[src/rtl/counter_pkg.sv]
// Shared types and constants for the 0..9 step counter and its command driver.
package counter_pkg;

  localparam int CNT_TOP      = 9;
  localparam int CNT_STEP_BIG = 3;
  localparam int CNT_W        = 4;

  typedef enum logic [1:0] {
    IDLE,
    EVAL,
    ISSUE,
    WAIT
  } cdrv_state_t;

endpackage

[src/rtl/counter_step_plan.sv]
// Combinational planner: given the observed count and the target, picks the
// direction and step size of the next command, or reports that the target is met.
module counter_step_plan
  import counter_pkg::*;
(
  input  logic [CNT_W-1:0] i_cnt,
  input  logic [CNT_W-1:0] i_target,
  output logic             o_hit,
  output logic             o_mode,
  output logic             o_step
);

  localparam logic [CNT_W:0] STEP_BIG = (CNT_W+1)'(CNT_STEP_BIG);

  logic [CNT_W:0] w_up_diff;
  logic [CNT_W:0] w_dn_diff;

  // Only the difference for the chosen direction is used, so the other wrapping is harmless.
  assign w_up_diff = {1'b0, i_target} - {1'b0, i_cnt};
  assign w_dn_diff = {1'b0, i_cnt} - {1'b0, i_target};

  assign o_hit  = (i_cnt == i_target);
  assign o_mode = (i_target > i_cnt);
  assign o_step = o_mode ? (w_up_diff >= STEP_BIG) : (w_dn_diff >= STEP_BIG);

endmodule

[src/rtl/counter_driver.sv]
// Closed-loop command source for the 0..9 counter: accepts a target, issues one
// Mode/En/Step or Rst command at a time, re-reads Cnt after settling, reports Done/Err.
module counter_driver
  import counter_pkg::*;
#(
  parameter int TOP      = CNT_TOP,
  parameter int SETTLE   = 2,
  parameter int MAX_CMDS = 12
) (
  input  logic             Clk,
  input  logic             Rst_n,
  input  logic             ReqValid,
  output logic             ReqReady,
  input  logic [CNT_W-1:0] ReqTarget,
  input  logic             ReqClear,
  input  logic [CNT_W-1:0] Cnt,
  output logic             CntMode,
  output logic             CntEn,
  output logic             CntStep,
  output logic             CntRst,
  output logic             Done,
  output logic             Err,
  output logic [3:0]       Cmds
);

  localparam logic [CNT_W-1:0] TOP_L       = CNT_W'(TOP);
  localparam logic [3:0]       SETTLE_LAST = 4'(SETTLE - 1);
  localparam logic [3:0]       MAX_CMDS_L  = 4'(MAX_CMDS);

  cdrv_state_t      r_state,    w_state_nxt;
  logic [CNT_W-1:0] r_target,   w_target_nxt;
  logic             r_clear,    w_clear_nxt;
  logic [3:0]       r_cmd_cnt,  w_cmd_cnt_nxt;
  logic [3:0]       r_timer,    w_timer_nxt;
  logic [CNT_W-1:0] r_prev_cnt, w_prev_cnt_nxt;
  logic             r_prev_vld, w_prev_vld_nxt;
  logic             r_ready,    w_ready_nxt;
  logic             r_mode,     w_mode_nxt;
  logic             r_step,     w_step_nxt;
  logic             r_en,       w_en_nxt;
  logic             r_cnt_rst,  w_cnt_rst_nxt;
  logic             r_done,     w_done_nxt;
  logic             r_err,      w_err_nxt;
  logic [3:0]       r_cmds,     w_cmds_nxt;

  logic w_hit, w_mode, w_step;

  counter_step_plan u_plan (
    .i_cnt    (Cnt),
    .i_target (r_target),
    .o_hit    (w_hit),
    .o_mode   (w_mode),
    .o_step   (w_step)
  );

  always_comb begin
    // NOTE: every signal gets its default before the case so no latch is inferred.
    w_state_nxt    = r_state;
    w_target_nxt   = r_target;
    w_clear_nxt    = r_clear;
    w_cmd_cnt_nxt  = r_cmd_cnt;
    w_timer_nxt    = r_timer;
    w_prev_cnt_nxt = r_prev_cnt;
    w_prev_vld_nxt = r_prev_vld;
    w_mode_nxt     = r_mode;
    w_step_nxt     = r_step;
    w_en_nxt       = 1'b0;
    w_cnt_rst_nxt  = 1'b0;
    w_done_nxt     = 1'b0;
    w_err_nxt      = 1'b0;
    w_cmds_nxt     = r_cmds;

    case (r_state)
      IDLE: begin
        if (ReqValid && r_ready) begin
          w_cmd_cnt_nxt  = '0;
          w_prev_vld_nxt = 1'b0;
          w_clear_nxt    = ReqClear;
          w_target_nxt   = ReqClear ? '0 : ReqTarget;
          if (ReqClear) begin
            w_cnt_rst_nxt = 1'b1;
            w_state_nxt   = ISSUE;
          end else if (ReqTarget > TOP_L) begin
            w_err_nxt  = 1'b1;
            w_cmds_nxt = '0;
          end else begin
            w_state_nxt = EVAL;
          end
        end
      end

      EVAL: begin
        if (w_hit) begin
          w_done_nxt  = 1'b1;
          w_cmds_nxt  = r_cmd_cnt;
          w_state_nxt = IDLE;
        end else if (r_clear || (r_prev_vld && Cnt == r_prev_cnt) ||
                     r_cmd_cnt == MAX_CMDS_L) begin
          // A clear gets exactly one command; a move that did not change Cnt is a stall.
          w_err_nxt   = 1'b1;
          w_cmds_nxt  = r_cmd_cnt;
          w_state_nxt = IDLE;
        end else begin
          w_mode_nxt     = w_mode;
          w_step_nxt     = w_step;
          w_en_nxt       = 1'b1;
          w_prev_cnt_nxt = Cnt;
          w_prev_vld_nxt = 1'b1;
          w_state_nxt    = ISSUE;
        end
      end

      ISSUE: begin
        w_cmd_cnt_nxt = r_cmd_cnt + 4'd1;
        w_timer_nxt   = SETTLE_LAST;
        w_state_nxt   = WAIT;
      end

      WAIT: begin
        if (r_timer == '0) w_state_nxt = EVAL;
        else               w_timer_nxt = r_timer - 4'd1;
      end

      default: w_state_nxt = IDLE;
    endcase

    w_ready_nxt = (w_state_nxt == IDLE);
  end

  always_ff @(posedge Clk or negedge Rst_n) begin
    if (!Rst_n) begin
      r_state    <= IDLE;
      r_target   <= '0;
      r_clear    <= 1'b0;
      r_cmd_cnt  <= '0;
      r_timer    <= '0;
      r_prev_cnt <= '0;
      r_prev_vld <= 1'b0;
      r_ready    <= 1'b0;
      r_mode     <= 1'b0;
      r_step     <= 1'b0;
      r_en       <= 1'b0;
      // Counter is held clear for as long as Rst_n is low.
      r_cnt_rst  <= 1'b1;
      r_done     <= 1'b0;
      r_err      <= 1'b0;
      r_cmds     <= '0;
    end else begin
      // NOTE: non-blocking so every flop updates from the same pre-edge values.
      r_state    <= w_state_nxt;
      r_target   <= w_target_nxt;
      r_clear    <= w_clear_nxt;
      r_cmd_cnt  <= w_cmd_cnt_nxt;
      r_timer    <= w_timer_nxt;
      r_prev_cnt <= w_prev_cnt_nxt;
      r_prev_vld <= w_prev_vld_nxt;
      r_ready    <= w_ready_nxt;
      r_mode     <= w_mode_nxt;
      r_step     <= w_step_nxt;
      r_en       <= w_en_nxt;
      r_cnt_rst  <= w_cnt_rst_nxt;
      r_done     <= w_done_nxt;
      r_err      <= w_err_nxt;
      r_cmds     <= w_cmds_nxt;
    end
  end

  assign ReqReady = r_ready;
  assign CntMode  = r_mode;
  assign CntEn    = r_en;
  assign CntStep  = r_step;
  assign CntRst   = r_cnt_rst;
  assign Done     = r_done;
  assign Err      = r_err;
  assign Cmds     = r_cmds;

endmodule

[config.mk]
export PLATFORM = sky130hd
export DESIGN_NAME = counter_driver
export DESIGN_NICKNAME = d
export VERILOG_FILES = /design/src/rtl/counter_pkg.sv /design/src/rtl/counter_step_plan.sv /design/src/rtl/counter_driver.sv
export SDC_FILE = /design/constraint.sdc
export NUM_CORES = 1
export LEC_CHECK = 0
export CAP_MARGIN = 40
export CORE_ASPECT_RATIO = 1.4
export CORE_MARGIN = 2
export CORE_UTILIZATION = 45
export DETAILED_ROUTE_END_ITERATION = 16
export PLACE_DENSITY = 0.67
export SLEW_MARGIN = 10
export SYNTH_ARGS = -nofsm -noshare
export SYNTH_HDL_FRONTEND = slang
export SYNTH_SLANG_ARGS = --single-unit
[constraint.sdc]
create_clock -name Clk -period 4.3 [get_ports Clk]
set_clock_uncertainty 0.2 [all_clocks]
set_input_delay 1.29 -clock Clk [delete_from_list [all_inputs] [get_ports Clk]]
set_output_delay 1.29 -clock Clk [all_outputs]
set_load 0.1 [all_outputs]
After elaboration in Yosys (flattened, before gate mapping)
Index checks and enable logic that the tools add are counted. Widths: inputs -> output; s select.

Register bits: 31. Bits of input ports: 12. Output and inout port bits: 11. Logic and storage cells: 91.

Add/sub/neg operators: 4. Magnitude comparators: 4. Eq/ne operators: 13. Muxes and demuxes: 37. Bitwise operators: 2. Reductions and logical operators: 16.

Operator list (count): $mux 4 (8); $pmux 4 s2 (3); $mux 1 (17); $mux 2 (6); $ne 2x2->1 const B (6); $ge 5x2->1 const B (2); $sub 4x4->5 (2); $eq 4x4->1 (2); $pmux 2 s4 (1); $reduce_and 2->1 (3); $reduce_bool 2->1 (3); $reduce_and 5->1 (1); $add 4x1->4 const B (1); $eq 2x2->1 const B (2); $eq 4x4->1 const B (1); $gt 4x4->1 (1); $gt 4x4->1 const B (1); $logic_not 2->1 (2); $logic_not 4->1 (1); $pmux 1 s2 (2); $reduce_and 4->1 (1); $sub 4x1->4 const B (1); $ne 3x2->1 const B (1); $reduce_and 3->1 (1); 4 further kinds (7).

Longest topological paths before layout
Depth after elaboration: 8. Depth in mapped cells: 9. Mapped depth without buffers: 9.

Hierarchy
From an unflattened synthesis, not the netlist that was laid out.

Cells, all modules: 178. Area total of the unflattened synthesis: 1854.3 um^2.

Modules (own cells, without submodules): counter_driver (times used 1, cells an instance 132, area an instance 1468.9 um^2, seq. area each 777.0 um^2); counter_step_plan (times used 1, cells an instance 46, area an instance 385.4 um^2, seq. area each 0.0 um^2).

Worst setup path before layout
Ideal clock, no wire load.

Path kind: input to register. Start: input port Cnt[1]. End: register r_step, in the netlist CntStep. Data arrival time: 2.688 ns. Required time: 3.958 ns. Setup slack: 1.270 ns. Stages on the path: 7. Path buffers: 0. Path through: inv_1 -> ha_1 -> nor2b_1 -> o211a_1 -> a211o_1 -> a2111oi_2 -> o31ai_1.

Longest elaborated chain between the ends: 6. Elaborated cells between the ends (all ways): 14. Those cells by class: 2 x add/sub; 3 x order compare; 2 x eq/ne; 1 x mux; 2 x bitwise; 4 x reduce/logical.

Ends and longest elaborated chain: start: declaration (RTL line counter_driver.sv:16) `input logic [CNT_W-1:0] Cnt,`; branches (longest 6 deep; another with $sub 4x4->5); end signal: assignment (RTL line counter_driver.sv:159) `r_step <= w_step_nxt;`; end: declaration (RTL line counter_driver.sv:39) `logic r_step, w_step_nxt;`.

Parallel ways; which one is timed is not known. A chain may end at the register's enable or synchronous reset.

Worst setup path after layout
Same ends and word-level chain as after synthesis.

==> summary.md <==
| Metric | Value |
|---|---|
| Yosys warnings | 0 |
| RSZ-0062 raised after global routing | no |
| Final period demand of the worst path | between 3 and 4 ns |
| Final Max Slew Viols | 0 |
| Post-DP HPWL | between 3000 and 4000 µm |
| Ports | 23 |
| R2R cell count | 5 |
| Syn Std Cell Area | between 0.0015 and 0.002 mm² |
| CTS clk-pin slew, worst paths | approximately 0.06 ns |
| Area contributors post-synth | dfrtp_1 (43%), ha_1 (7.9%), inv_1 (3.6%) |
| Gate Count Post-Synth | about 180 |
| Mean Syn Cell Area | around 10 µm² |
| Total congestion overflow | 0 |
| Pwr/cell area | 790.7 mW/mm² |
| Period utilization | roughly 83% |
| Post-synth EDFFs | 0 |
| Top-area cell type share of the netlist area | a little over two fifths |
| Total track usage | between 10% and 20% |
| Initial antenna violation count | 0 |
| Hold bufs inserted after CTS | 0 |
| Most common cell after layout, fill and taps aside | dfrtp_1 |
| Commonest non-fill, non-tap cells in the layout | dfrtp_1 (30), clkdlybuf4s50_1 (21), inv_1 (17) |
| Residual DRC | 0 |
| P_leak | 0.001035 µW |
| Clock Path Buffers | 2 |
| Post-CTS Setup Bufs | 0 |
| # resized after CTS | 0 |
| Htree depth | 2 |
| Clock Latency Late Sink | around 0.28 ns |
| Starting density of the core | between 40% and 50% |
| Crit end category | flip-flop |
| Crit-path max FO | 4 |
| Slew @ Worst Pin | between 0.9 and 1 ns |
| Total wire length | approximately 4000 µm |
| Layout cells sized above 1 | between 10% and 20% |
| Synthesized flop and latch total | 31 |
| Worst hold path type | flip-flop to flip-flop |
| Most area-hungry cell type in the Yosys netlist | dfrtp_1 |
| Setup-failing EPs final | 0 |
| Asr flop ratio synth | 100.0% |
| Status | completed |
| CTS tree | done |
| GP Congestion | around 0.82 |
| Final Hold Viols | 0 |
| Clk sink count | 31 |
| Sequential element share of the synthesized area | 44.42% |
| Relative slew slack | approximately two fifths |
| IO Port Bufs | 22 |
| Vias in the first global route | approximately 1500 |
| Antenna violation net count after detailed routing | 0 |
| Setup TNS | 0 ns |
| Clock root buffer | clkbuf_8 |
| Nets | 236 |
| Die width | 56.69 µm |
| Total power | about 1800 µW |
| Netlist cell types | 47 |
| DRT iter0 DRCs | 50 |
| Max Clk Rate | about 0.28 GHz |
| Worst setup SP type | primary input |
| Routed len/inst | 15.69 µm |
| Clock buffer count from CTS | 5 |
| Core Area | between 0.003 and 0.004 mm² |
| Layout fillers | between 300 and 400 |
| CP Class | primary input to flip-flop |
| Drt pass-1 iters | 4 |
| Antenna Cells | 0 |
| DR vias/cell | around 5.6 |
| Global-route wire length before repair | between 6000 and 7000 µm |
| Ys flop type | dfrtp_1 |
| R2r setup slk | 1.93 ns |
| Largest net degree at the start of global routing | 32 |
| Syn-to-layout area delta | 27.90% |
| CP required | around 4.2 ns |
| Hold depth | 2 |
| Die area | 0.004409 mm² |
| Max Cap Viol | 0 |
| Worst vdd ir | between 0.4 and 0.5 mV |
| Die Span Y | around 80 µm |
| WP data arrival | approximately 3.5 ns |
| Synth Net Count | approximately 200 |
| Vias | 1411 |
| Row count | 26 |
==> report_power, final <==
| group | switching [µW] | total, µW | internal (µW) | leakage [µW] |
|---|---|---|---|---|
| sequential | 115 | 528 | 412 | 0.000376 |
| clock | 105 | 219 | 115 | 0.0000395 |
| combinational | 627 | 1020 | 395 | 0.000620 |
==> cells in the mapped netlist (all sizes together), types with 3 or more instances <==
| cell | instances |
|---|---|
| dfrtp | 30 |
| inv | 19 |
| o21ai | 19 |
| nand2 | 16 |
| ha | 11 |
| nor2 | 7 |
| buf | 6 |
| a21oi | 5 |
| nand4 | 5 |
| xnor2 | 5 |
| a21o | 4 |
| a31oi | 4 |
| nand3b | 4 |
| nor3 | 4 |
| nor2b | 3 |
| o31ai | 3 |
| xor2 | 3 |
==> worst paths after layout <==
kind | endpoint | startpoint
max | CntStep | Cnt[1]
min | CntStep | CntStep
max reg2reg | Cmds[0] | r_prev_cnt[3]
min reg2reg | CntStep | CntStep
max in group asynchronous | CntRst | Rst_n
min in group asynchronous | r_state[0] | Rst_n
==> worst max-delay path, cell delays in order <==
cell and delay [ns]:
clkdlybuf4s50_1 0.56, inv_1 0.12, ha_1 0.35, nor2b_1 0.15, o211a_1 0.24, a211o_1 0.28, a2111oi_2 0.42, o31ai_1 0.11
==> state kept, by name (all words and copies together) (netlist names) <==
signal	flops
Err	1
CntStep	1
r_target	4
r_cmd_cnt	4
r_clear	1
r_prev_vld	1
CntMode	1
r_state	2
CntRst	1
Cmds	4
Done	1
ReqReady	1
r_timer	4
CntEn	1
r_prev_cnt	4
==> cell type report <==
class                           count  area (µm²)  share of cell area (%)
Tap cell                           42       52.55                   2.349
Timing Repair Buffer               34       395.4                   17.67
Sequential cell                    31       777.0                   34.73
Inverter                           20       76.32                   3.412
Multi-Input combinational cell    119       855.8                   38.25
Clock buffer                        8       80.08                   3.579
==> cells by family (layout without fill, tap and decap cells) <==
kind of cell,Yosys count,count (layout),synth area share (%)
buffers and inverters,26,62,6.652
AOI/OAI and AO/OA,50,50,20.46
muxes,1,1,0.6437
adders and majority gates,13,13,10.16
DFF,31,31,44.42
xor gates and xnor gates,8,8,4.006
and+or+nand+nor,47,47,13.66
==> stage by stage <==
stage                     cell area (µm²)  setup WS, ns  util [%]  hold slack [ns]  cells
after floorplan                      1749         1.270         -           0.2498    176
after global placement               1994        0.4595     54.25           0.2640    236
after detailed placement             2157        0.4255     58.68           0.2729    246
after CTS                            2237        0.7241     60.86           0.2872    254
after global routing                 2237        0.5801     60.86           0.3004    254
final                                2237        0.7156     60.86           0.2808    254
==> per-layer routing <==
metal | GRT usage, % | vias to the layer above | wire [µm] | part of all wire, %
li1 | - | 685 | - | -
met1 | 21.41 | 681 | 1604 | 40
met2 | 34.88 | 34 | 2124 | 53
met3 | 5.167 | 11 | 150 | 3.8
met4 | 9.524 | 0 | 106 | 2.7
met5 | 0 | - | 0 | 0
Note: power is estimated with default switching activity, not from simulation.
